### config.mk
export PLATFORM = sky130hd
export DESIGN_NAME = uart_tx_param
export DESIGN_NICKNAME = d
export VERILOG_FILES = /design/src/rtl/uart_tx_param.sv
export SDC_FILE = /design/constraint.sdc
export NUM_CORES = 1
export LEC_CHECK = 0
export BUFFER_PORTS_ARGS = -buffer_cell sky130_fd_sc_hd__buf_2
export CORE_UTILIZATION = 50
export DETAILED_ROUTE_END_ITERATION = 12
export GPL_ROUTABILITY_DRIVEN = 0
export PLACE_DENSITY = 0.8
export SETUP_SLACK_MARGIN = 0.4
export SLEW_MARGIN = 20
export SYNTH_ARGS = -nofsm -noshare
export SYNTH_HDL_FRONTEND = slang
export SYNTH_SLANG_ARGS = --single-unit
### constraint.sdc
create_clock -name clk -period 3.2 [get_ports clk]
set_input_delay 0.32 -clock clk [delete_from_list [all_inputs] [get_ports clk]]
set_output_delay 0.32 -clock clk [all_outputs]
set_load 0.05 [all_outputs]
### src/rtl/uart_tx_param.sv
// uart_tx_param: parametrised UART transmitter.
// A word is accepted over a 4-phase req/ack handshake.
// It is then sent on xmt as: start bit, DATA_W data bits, an optional parity
// bit, and STOP_BITS stop bits. Every bit lasts DIV clocks.
// Optional feature: define UART_TX_PARITY_EN to insert a parity bit after the
// data bits. The parity bit is ^data ^ parity_odd, both captured at acceptance.
module uart_tx_param #(
  parameter int DATA_W    = 8,
  parameter int DIV       = 580,
  parameter int STOP_BITS = 2,
  parameter int MSB_FIRST = 0
) (
  input  logic              clk,
  input  logic              clr,
  input  logic              req,
  input  logic [DATA_W-1:0] data,
  input  logic              parity_odd,
  output logic              xmt,
  output logic              ack,
  output logic              busy
);

  localparam int IDX_W = $clog2(DATA_W);
  localparam int TMR_W = $clog2(DIV);

  // Reject configurations the datapath was not sized for
  if (DATA_W < 5 || DATA_W > 9) begin : g_bad_data_w
    $error("uart_tx_param: DATA_W must be 5..9");
  end
  if (DIV < 2) begin : g_bad_div
    $error("uart_tx_param: DIV must be >= 2");
  end
  if (STOP_BITS != 1 && STOP_BITS != 2) begin : g_bad_stop
    $error("uart_tx_param: STOP_BITS must be 1 or 2");
  end

  typedef enum logic [2:0] {IDLE, HS_ACK, HS_REL, START, DATA, PARITY, STOP} state_t;

  state_t             state;
  logic [TMR_W-1:0]   timer;
  logic [IDX_W-1:0]   idx;
  logic [DATA_W-1:0]  data_reg;
  logic               par_bit;
  logic               bit_end;

  // Returns data bit number i in transmission order
  function automatic logic pick(input logic [DATA_W-1:0] w, input logic [IDX_W-1:0] i);
    logic [IDX_W-1:0] p;
    p = (MSB_FIRST != 0) ? IDX_W'(DATA_W - 1) - i : i;
    return w[p];
  endfunction

  assign bit_end = (timer == TMR_W'(DIV - 1));

  // The word is captured only at the IDLE->HS_ACK edge and is stable after that
  always_ff @(posedge clk) begin
    if (state == IDLE && req) begin
      data_reg <= data;
`ifdef UART_TX_PARITY_EN
      par_bit  <= ^data ^ parity_odd;
`else
      par_bit  <= 1'b0;
`endif
    end
  end

`ifndef UART_TX_PARITY_EN
  logic unused_parity;
  assign unused_parity = parity_odd ^ par_bit;
`endif

  // Handshake and frame sequencer; xmt, ack and busy are registered here
  always_ff @(posedge clk or posedge clr) begin
    if (clr) begin
      state <= IDLE;
      xmt   <= 1'b1;
      ack   <= 1'b0;
      busy  <= 1'b0;
      timer <= '0;
      idx   <= '0;
    end else begin
      case (state)
        IDLE: begin
          if (req) begin
            ack   <= 1'b1;
            busy  <= 1'b1;
            state <= HS_ACK;
          end
        end
        HS_ACK: begin
          if (!req) begin
            ack   <= 1'b0;
            state <= HS_REL;
          end
        end
        HS_REL: begin
          timer <= '0;
          xmt   <= 1'b0;
          state <= START;
        end
        START: begin
          if (bit_end) begin
            timer <= '0;
            idx   <= '0;
            xmt   <= pick(data_reg, '0);
            state <= DATA;
          end else begin
            timer <= timer + TMR_W'(1);
          end
        end
        DATA: begin
          if (bit_end) begin
            timer <= '0;
            if (idx == IDX_W'(DATA_W - 1)) begin
              idx   <= '0;
`ifdef UART_TX_PARITY_EN
              xmt   <= par_bit;
              state <= PARITY;
`else
              xmt   <= 1'b1;
              state <= STOP;
`endif
            end else begin
              idx <= idx + IDX_W'(1);
              xmt <= pick(data_reg, idx + IDX_W'(1));
            end
          end else begin
            timer <= timer + TMR_W'(1);
          end
        end
        PARITY: begin
          if (bit_end) begin
            timer <= '0;
            xmt   <= 1'b1;
            state <= STOP;
          end else begin
            timer <= timer + TMR_W'(1);
          end
        end
        STOP: begin
          if (bit_end) begin
            timer <= '0;
            if (idx == IDX_W'(STOP_BITS - 1)) begin
              idx   <= '0;
              busy  <= 1'b0;
              state <= IDLE;
            end else begin
              idx <= idx + IDX_W'(1);
            end
          end else begin
            timer <= timer + TMR_W'(1);
          end
        end
        default: begin
          xmt   <= 1'b1;
          ack   <= 1'b0;
          busy  <= 1'b0;
          state <= IDLE;
        end
      endcase
    end
  end

endmodule
# Word-level counts from Yosys, hierarchy flattened
# Index checks and enable logic that the tools add are counted.
[totals]
ff_bits = 27
input_bits = 12
[op_classes]
n_addsub = 2
order_cmp = 1
n_eq_ne = 17
muxes = 30
n_bitwise = 3
n_reduce_logical = 13
[ops]
columns = ["op", "count"]
rows = [
  ["$mux W3", 13],
  ["$pmux W3 S7", 1],
  ["$pmux W10 S2", 1],
  ["$ne A2 B2 Y1 const B", 8],
  ["$eq A3 B3 Y1 const B", 4],
  ["$reduce_and A4 Y1", 3],
  ["$add A10 B1 Y10 const B", 1],
  ["$eq A10 B10 Y1 const B", 1],
  ["$mux W10", 1],
  ["$reduce_or A5 Y1", 2],
  ["$mux W1", 9],
  ["$pmux W3 S3", 1],
  ["$reduce_and A8 Y1", 1],
  ["$eq A3 B1 Y1 const B", 2],
  ["$eq A3 B2 Y1 const B", 2],
  ["$pmux W1 S3", 2],
  ["$pmux W1 S5", 1],
  ["$lt A3 B4 Y1 const B", 1],
  ["$reduce_or A4 Y1", 1],
  ["$add A3 B1 Y3 const B", 1],
  ["$bmux W1 S3", 1],
  ["$logic_not A3 Y1", 1],
  ["$not A1 Y1", 3],
  ["$reduce_and A3 Y1", 1],
  ["other kinds (4)", 4],
]

# Logic depth before layout (Yosys ltp)
# Gate-level depths: netlist of the first run.
[depth]
ltp_word = 6
depth_mapped = 6
mapped_depth_nobuf = 6

# Worst setup path after synthesis of the first run
# OpenSTA, ideal clock, no wires.
[synth_timing]
kind = "register to register"
from = "register state[2]"
to = "register data_reg[0], enable pin"
setup_ps = 401
arrival_ps = 1692
t_required_ps = 2799
path_slack_ps = 1107
stages_incl_launch_ff = 3
period_less_slack_ps = 2093
cell_sequence = "dfrtp_1 -> clkbuf_1 -> nor4b_1"
[synth_between]
elab_chain_cells = 2
[synth_lines]
columns = ["element", "line", "text"]
rows = [
  ["start: declaration", "39", "state_t state;"],
  ["start signal: assignment", "75", "state <= IDLE;"],
  ["start signal: assignment", "87", "state <= HS_ACK;"],
  ["start signal: assignment", "93", "state <= HS_REL;"],
  ["$logic_not A3 Y1", "57", "if (state == IDLE && req) begin"],
  ["$logic_and A1 B1 Y1", "57", ""],
  ["end signal: assignment", "58", "data_reg <= data;"],
  ["end: declaration", "42", "logic [DATA_W-1:0] data_reg;"],
]
# No other way between the ends.
# A chain may end at the register's enable or synchronous reset.

# Final worst setup path of the first run
[layout_timing]
from = "register idx[0]"
to = "register xmt"
[layout_between]
elab_chain_cells = 6
word_cells_on_any_way = 7
[layout_lines]
columns = ["element", "line", "text"]
rows = [
  ["start: declaration", "41", "logic [IDX_W-1:0] idx;"],
  ["start signal: assignment", "124", "idx <= idx + IDX_W'(1);"],
  ["start signal: assignment", "148", "idx <= idx + IDX_W'(1);"],
  ["$add A3 B1 Y3", "125", "xmt <= pick(data_reg, idx + IDX_W'(1));"],
  ["$bmux W1 S3", "50", "return w[p];"],
  ["$mux W1 (implied by the code)", "50", ""],
  ["$mux W1 (*)", "114", "if (idx == IDX_W'(DATA_W - 1)) begin"],
  ["$mux W1 (*)", "112", "if (bit_end) begin"],
  ["$pmux W1 S5 (*)", "82", "case (state)"],
  ["end signal: assignment", "105", "xmt <= pick(data_reg, '0);"],
  ["end signal: assignment", "125", ""],
  ["end: declaration", "18", "output logic xmt,"],
]
# Every way passes the cells marked *; elsewhere a longest branch is shown, timed or not. The select of a mux whose other input is x is not followed.

==> results of run 1 <==
## final timing paths
path                                           start               endpoint  slack (ps)  cells past startpoint
worst max-delay path              idx[0]$_DFFE_PP0P_        xmt$_DFFE_PP1P_        1110                      6
worst min-delay path                             clr   timer[1]$_DFFE_PP0P_         100                      2
worst max register to register    idx[0]$_DFFE_PP0P_        xmt$_DFFE_PP1P_        1110                      6
worst min register to register  timer[9]$_DFFE_PP0P_   timer[9]$_DFFE_PP0P_         500                      1
max in group asynchronous                        clr   state[1]$_DFFE_PP0P_        2640                      2
min in group clk                             data[0]  data_reg[0]$_DFFE_PP_         170                      1
## cells in the mapped netlist (2+ instances only)
master,n
mux4_1,2
a31oi_1,7
a41oi_1,2
nor2b_1,3
mux2i_1,5
inv_1,8
o21ai_0,7
xnor2_1,2
a21oi_1,3
a22o_1,4
o2bb2ai_1,2
edfxtp_1,8
and3_1,3
nor2_1,7
dfrtp_1,18
clkbuf_1,4
a31o_2,4
nand3_1,8
nand2_1,13
a21o_1,2
nor3_1,3
ha_1,4
a32o_1,2
## through the flow
| step | power [mW] | instances |
|---|---|---|
| final | 0.896 | 183 |
| after global routing | 0.947 | 183 |
| after CTS | 0.896 | 183 |
| after detailed placement | 0.756 | 179 |
| after global placement | 0.741 | 179 |
| after floorplan | 0.690 | 140 |
## metal layers
metal	track usage [%]	share of wire, %
met5	0	0
met1	27.6	48
met2	27.4	46
met4	5.92	1.0
met3	2.76	4.6
## kinds of logic after synthesis
kind of cell             count (synthesis)  synth area share [%]
AO/OA/AOI/OAI                           38                  18.6
XOR/XNOR                                 2                  1.17
adder cells (fa/ha/maj)                  4                  3.35
buffers and inverters                   14                  3.86
flip-flops                              27                  48.0
multiplexers                             7                  6.87
AND/OR/NAND/NOR                         48                  18.1
## critical path: cells and delay by family, from the launching register on
| family | cells | cell delay [ps] |
|---|---|---|
| AO/OA/AOI/OAI | 1 | 350 |
| adder cells (fa/ha/maj) | 2 | 540 |
| flip-flops | 1 | 480 |
| multiplexers | 1 | 220 |
| AND/OR/NAND/NOR | 2 | 390 |
## final cells by class
type                            count  area, um2
Timing Repair Buffer               14       72.6
Tap cell                           31       38.8
Fill cell                         235       1180
Multi-Input combinational cell     99        718
Inverter                            8       30.0
Sequential cell                    27        717
Clock buffer                        4       26.3
## cell usage in the layout (no fill, tap or decap), types with 4 or more instances in the layout
| master | instances |
|---|---|
| dfrtp_1 | 18 |
| nand2_1 | 13 |
| buf_2 | 13 |
| nand3_1 | 8 |
| inv_1 | 8 |
| edfxtp_1 | 8 |
| a31oi_1 | 7 |
| nor2_1 | 7 |
| o21ai_0 | 7 |
| mux2i_1 | 5 |
| a31o_2 | 4 |
| a22o_1 | 4 |
| ha_1 | 4 |
## power breakdown
part           total, mW  switching, mW  internal [mW]  leakage (nW)
registers          0.467         0.0617          0.405         0.312
clock network      0.142         0.0935         0.0487        0.0150
logic              0.287          0.176          0.111         0.330
total              0.896          0.331          0.565         0.657
==> flow_metrics.tcl, run 1 <==
set metrics [dict create \
    status "complete, no violations" \
    cts_tree "yes" \
    cp-end-kind "flip-flop" \
    cts.sinks 27 \
    whs_ps 99.2 \
    yosysWarnings 0 \
    core_mm2 0.00278 \
    grt_max_degree 20 \
    drive_above_1_share_pct 17.1 \
    period_minus_slack_ps 2090 \
    synth_top_area_share_pct 30.2 \
    powerDensity_mw_per_mm2 559 \
    path_clk_slew_ps 130 \
    grt_overflow 0 \
    maxSlewHeadroom_pct 42.7 \
    drt-wirelength-per-cell_um 14.8 \
    pin_count 15 \
    rsz0062_at_grt "false" \
    synth_area_mm2 0.00149 \
    largest_register_ffs 10 \
    critical_path_class "flip-flop to flip-flop" \
    wirelength_um 2700 \
    synth_cells 140 \
    drt-vias-per-instance 6.33 \
    cts_max_level 1 \
    critical_path_arrival_ps 2310 \
    grt_pass1_vias 1050 \
    nets 169 \
    fp.dieW_um 56.6 \
    place_ws_ps 1140 \
    dp_hpwl_um 1950 \
    ctsResizeCount 0 \
    synth_edf_count 8 \
    hold_viol 0 \
    fin_util_pct 57.6 \
    synth_top_cell_by_area "dfrtp_1" \
    grt_pass1_wl_um 4630 \
    drcViolationCount 0 \
    vias 1159 \
    clock.fmax_mhz 479 \
    start_util_pct 53.7 \
    max_slew.worst_pin.slew_ps 853 \
    setup_tns_ps 0 \
    setup_ws_ps 1110 \
    cp.required_ps 3420 \
    ys_top_cells_by_area "dfrtp_1 (30%), edfxtp_1 (16%), mux4_1 (3.5%)" \
    post_cts_buffers 0 \
    fin_worst_skew_ps 3.60 \
    ys.flop_type "dfrtp_1" \
    firstDrtPassIters 4 \
    cts_buffers 3 \
    placed_cell_area_mm2 0.00158 \
    rows 19 \
    ctsLongestPathBuffers 2 \
    fin_crit_sh_pct 65.2 \
    area_growth_pct 7.38 \
    ys_seq_elements 27 \
    drtIter0Drc 52 \
    crit_chain "ha_1 -> ha_1 -> mux4_1 -> nor3_1 -> or3_1 -> a222oi_1" \
    cpPeakStageDelay_ps 480 \
    antenna_found_initial 0 \
    finalInstanceArea_mm2 0.00160 \
    crit_slowest_cell "dfrtp_1" \
    synth-async-reset-ratio_pct 70.4 \
    final-setup-viol-count 0 \
    maxCapViolCount 0 \
    holdBufCountCts 0 \
    cp_max_fo 6 \
    n_antenna_cell 0 \
    syn_nets 156 \
    port_buffers 13 \
    ys_types 42 \
    dieArea_mm2 0.00321 \
    irDropWorstVdd_mv 0.360 \
    clk_latency_ps 310 \
    die_height_um 56.6 \
    startpoint_type "flip-flop" \
    clock-root-buffer "clkbuf_4" \
    cpMostUsedCell "ha_1" \
    drv_slew 0 \
    hp-class "input pin to async pin" \
    p_leak_nw 0.657 \
    ant_nets 0 \
    syn_avg_cell_area_um2 10.7 \
    seq_area_frac_synth_pct 48.0 \
    grtUsageTotal_pct 18.4 \
]
Power figures use the tool's default switching activity.
==> run 2, diff against run 1 <==
clock period = 2 ns   (was 3.2 ns; I/O delays follow)
==> run 2 against run 1 <==
  * Hold slack got worse by 80 ps
  * First-iteration DRC count rose by 140%
  * Core utilization rose by 10 points
  * Sequential share of layout area fell by 6.3 points
  * Power rose by 83%
  * Setup slack got worse by 980 ps
  * Via count rose by 20%
  * Non-clock buffer count rose by 22
  * Cell count rose by 13%
  * Fmax rose by 12%
  * Sequential cell count did not move
  * Critical endpoint unchanged
  * Largest power group unchanged
==> flow_metrics.tcl, run 2 (synthesis results as in run 1) <==
set metrics [dict create \
    layout.cells.most_common "buf_4" \
    drv_slew 0 \
    ant_nets 0 \
    grt_pass1_vias 1191 \
    port_buffers 13 \
    cpPeakStageDelay_ps 410 \
    period_minus_slack_ps 1860 \
    cts_tree "yes" \
    reg2reg_from "idx[1]$_DFFE_PP0P_" \
    grt_overflow 0 \
    antenna_found_initial 0 \
    clock-root-buffer "clkbuf_4" \
    whs_ps 19.1 \
    hold_viol 0 \
    cp.required_ps 2250 \
    final_cell_mix "buf_4 (20), nand2_1 (13), buf_2 (13)" \
    n_fill_cell 178 \
    core_mm2 0.00278 \
    area_growth_pct 26.4 \
    grt_max_degree 20 \
    setup_tns_ps 0 \
    critical_path_class "flip-flop to flip-flop" \
    nets 192 \
    rows 19 \
    endpoint "xmt$_DFFE_PP1P_" \
    crit_family "adder cells" \
    maxSlewHeadroom_pct 51.8 \
    drcViolationCount 0 \
    share_comb_of_total_power_pct 38.2 \
    maxCapViolCount 0 \
    status "complete, no violations" \
    fin_crit_sh_pct 93.1 \
    path_clk_slew_ps 140 \
    grt_pass1_wl_um 5330 \
    pwr-share-seq_pct 46.5 \
    firstDrtPassIters 5 \
    start_util_pct 53.7 \
    intPower_mw 1.00 \
    ctsLongestPathBuffers 2 \
    rsz0062_at_grt "true" \
    drt-vias-per-instance 6.75 \
    path_depth 6 \
    switching_share_pct 39.0 \
    fp.dieW_um 56.6 \
    cts_buffers 3 \
    irDropWorstVdd_mv 1.15 \
    vias 1390 \
    cts_max_level 1 \
    powerDensity_mw_per_mm2 870 \
    hp-class "input pin to flip-flop" \
    critical_path_arrival_ps 2110 \
    dieArea_mm2 0.00321 \
    grtUsageTotal_pct 21.8 \
    wirelength_um 3960 \
    drtIter0Drc 125 \
    largest_register_ffs 10 \
    fin_worst_skew_ps 10.8 \
    dp_hpwl_um 2190 \
    startpoint_type "flip-flop" \
    worst_r2r_endpoint "xmt$_DFFE_PP1P_" \
    cp_max_fo 3 \
    drive_above_1_share_pct 36.6 \
    p_leak_nw 0.754 \
    rrSetupSlack_ps 140 \
    clock.fmax_mhz 537 \
    reg2reg_depth 6 \
    n_antenna_cell 0 \
    startpoint "idx[1]$_DFFE_PP0P_" \
    die_height_um 56.6 \
    pin_count 15 \
    switching_power_mw 0.641 \
    crit_slowest_cell "dfrtp_1" \
    clk_latency_ps 350 \
    crit_chain "ha_2 -> ha_4 -> mux4_1 -> nor3_1 -> or3_1 -> a222oi_1" \
    pwr-share-clk_pct 15.3 \
    final-setup-viol-count 0 \
    cp-end-kind "flip-flop" \
    drt-wirelength-per-cell_um 19.2 \
    cts.sinks 27 \
    max_slew.worst_pin.slew_ps 723 \
    critPathBufInv 0 \
]
run 2: cell count changes in the layout (fill, tap and decap cells not counted), moves of 2 or more:
cell / change
ha_4: +2
dfrtp_1: -6
nand3_4: +2
buf_6: +2
dfrtp_2: +6
ha_1: -3
buf_4: +19
run 2: worst min-delay path by stage:
stage	cells after the start	from	endpoint
detailed placement	2	clr	idx[1]$_DFFE_PP0P_
global placement	2	clr	idx[0]$_DFFE_PP0P_
finish	1	data[1]	data_reg[1]$_DFFE_PP_
global route	1	data[1]	data_reg[1]$_DFFE_PP_
floorplan	1	clr	ack$_DFFE_PP0P_
CTS	1	data[0]	data_reg[0]$_DFFE_PP_
run 2: cell type report:
cell class	count	area, um2	area share [%]
multi-input cells	100	820	43.4
flip-flops and latches	27	724	38.4
repair buffers	36	248	13.1
well taps	31	38.8	2.06
inverters	8	30.0	1.59
clock buffers	4	26.3	1.39
run 2: repair_timing:
action                                 4_1_cts  5_1_grt
pin swaps                                    2        3
setup endpoints to repair                   15       17
endpoints found under the hold margin       18        0
buffers inserted                             7        8
hold buffers                                 1        0
cloned                                       0        1
gates resized for setup                     10       10
run 2: routing by layer:
layer / GRT usage (%) / vias up / wire length [um]
met2: 34.3 / 99 / 1890
met5: 0 / - / 0
met3: 3.69 / 25 / 325
met4: 9.76 / 0 / 182
li1: - / 608 / -
met1: 29.6 / 658 / 1560
run 2: metrics by stage:
stage	power, mW	setup slack (ps)	cells	util, %	instance area [um2]
3_5_place_dp	1.26	155	185	59.2	1650
3_3_place_gp	1.23	186	185	59.2	1650
5_1_grt	1.71	75.1	206	67.8	1890
2_1_floorplan	1.11	214	140	-	1520
6_report	1.64	137	206	67.8	1890
4_1_cts	1.54	119	197	63.5	1770
run 2: power groups by stage:
stage | combinational (mW) | clock, mW | sequential [mW]
finish | 0.627 | 0.251 | 0.764
global route | 0.671 | 0.262 | 0.772
CTS | 0.561 | 0.237 | 0.744
detailed placement | 0.500 | 0 | 0.757
global placement | 0.482 | 0 | 0.745
floorplan | 0.313 | 0 | 0.796
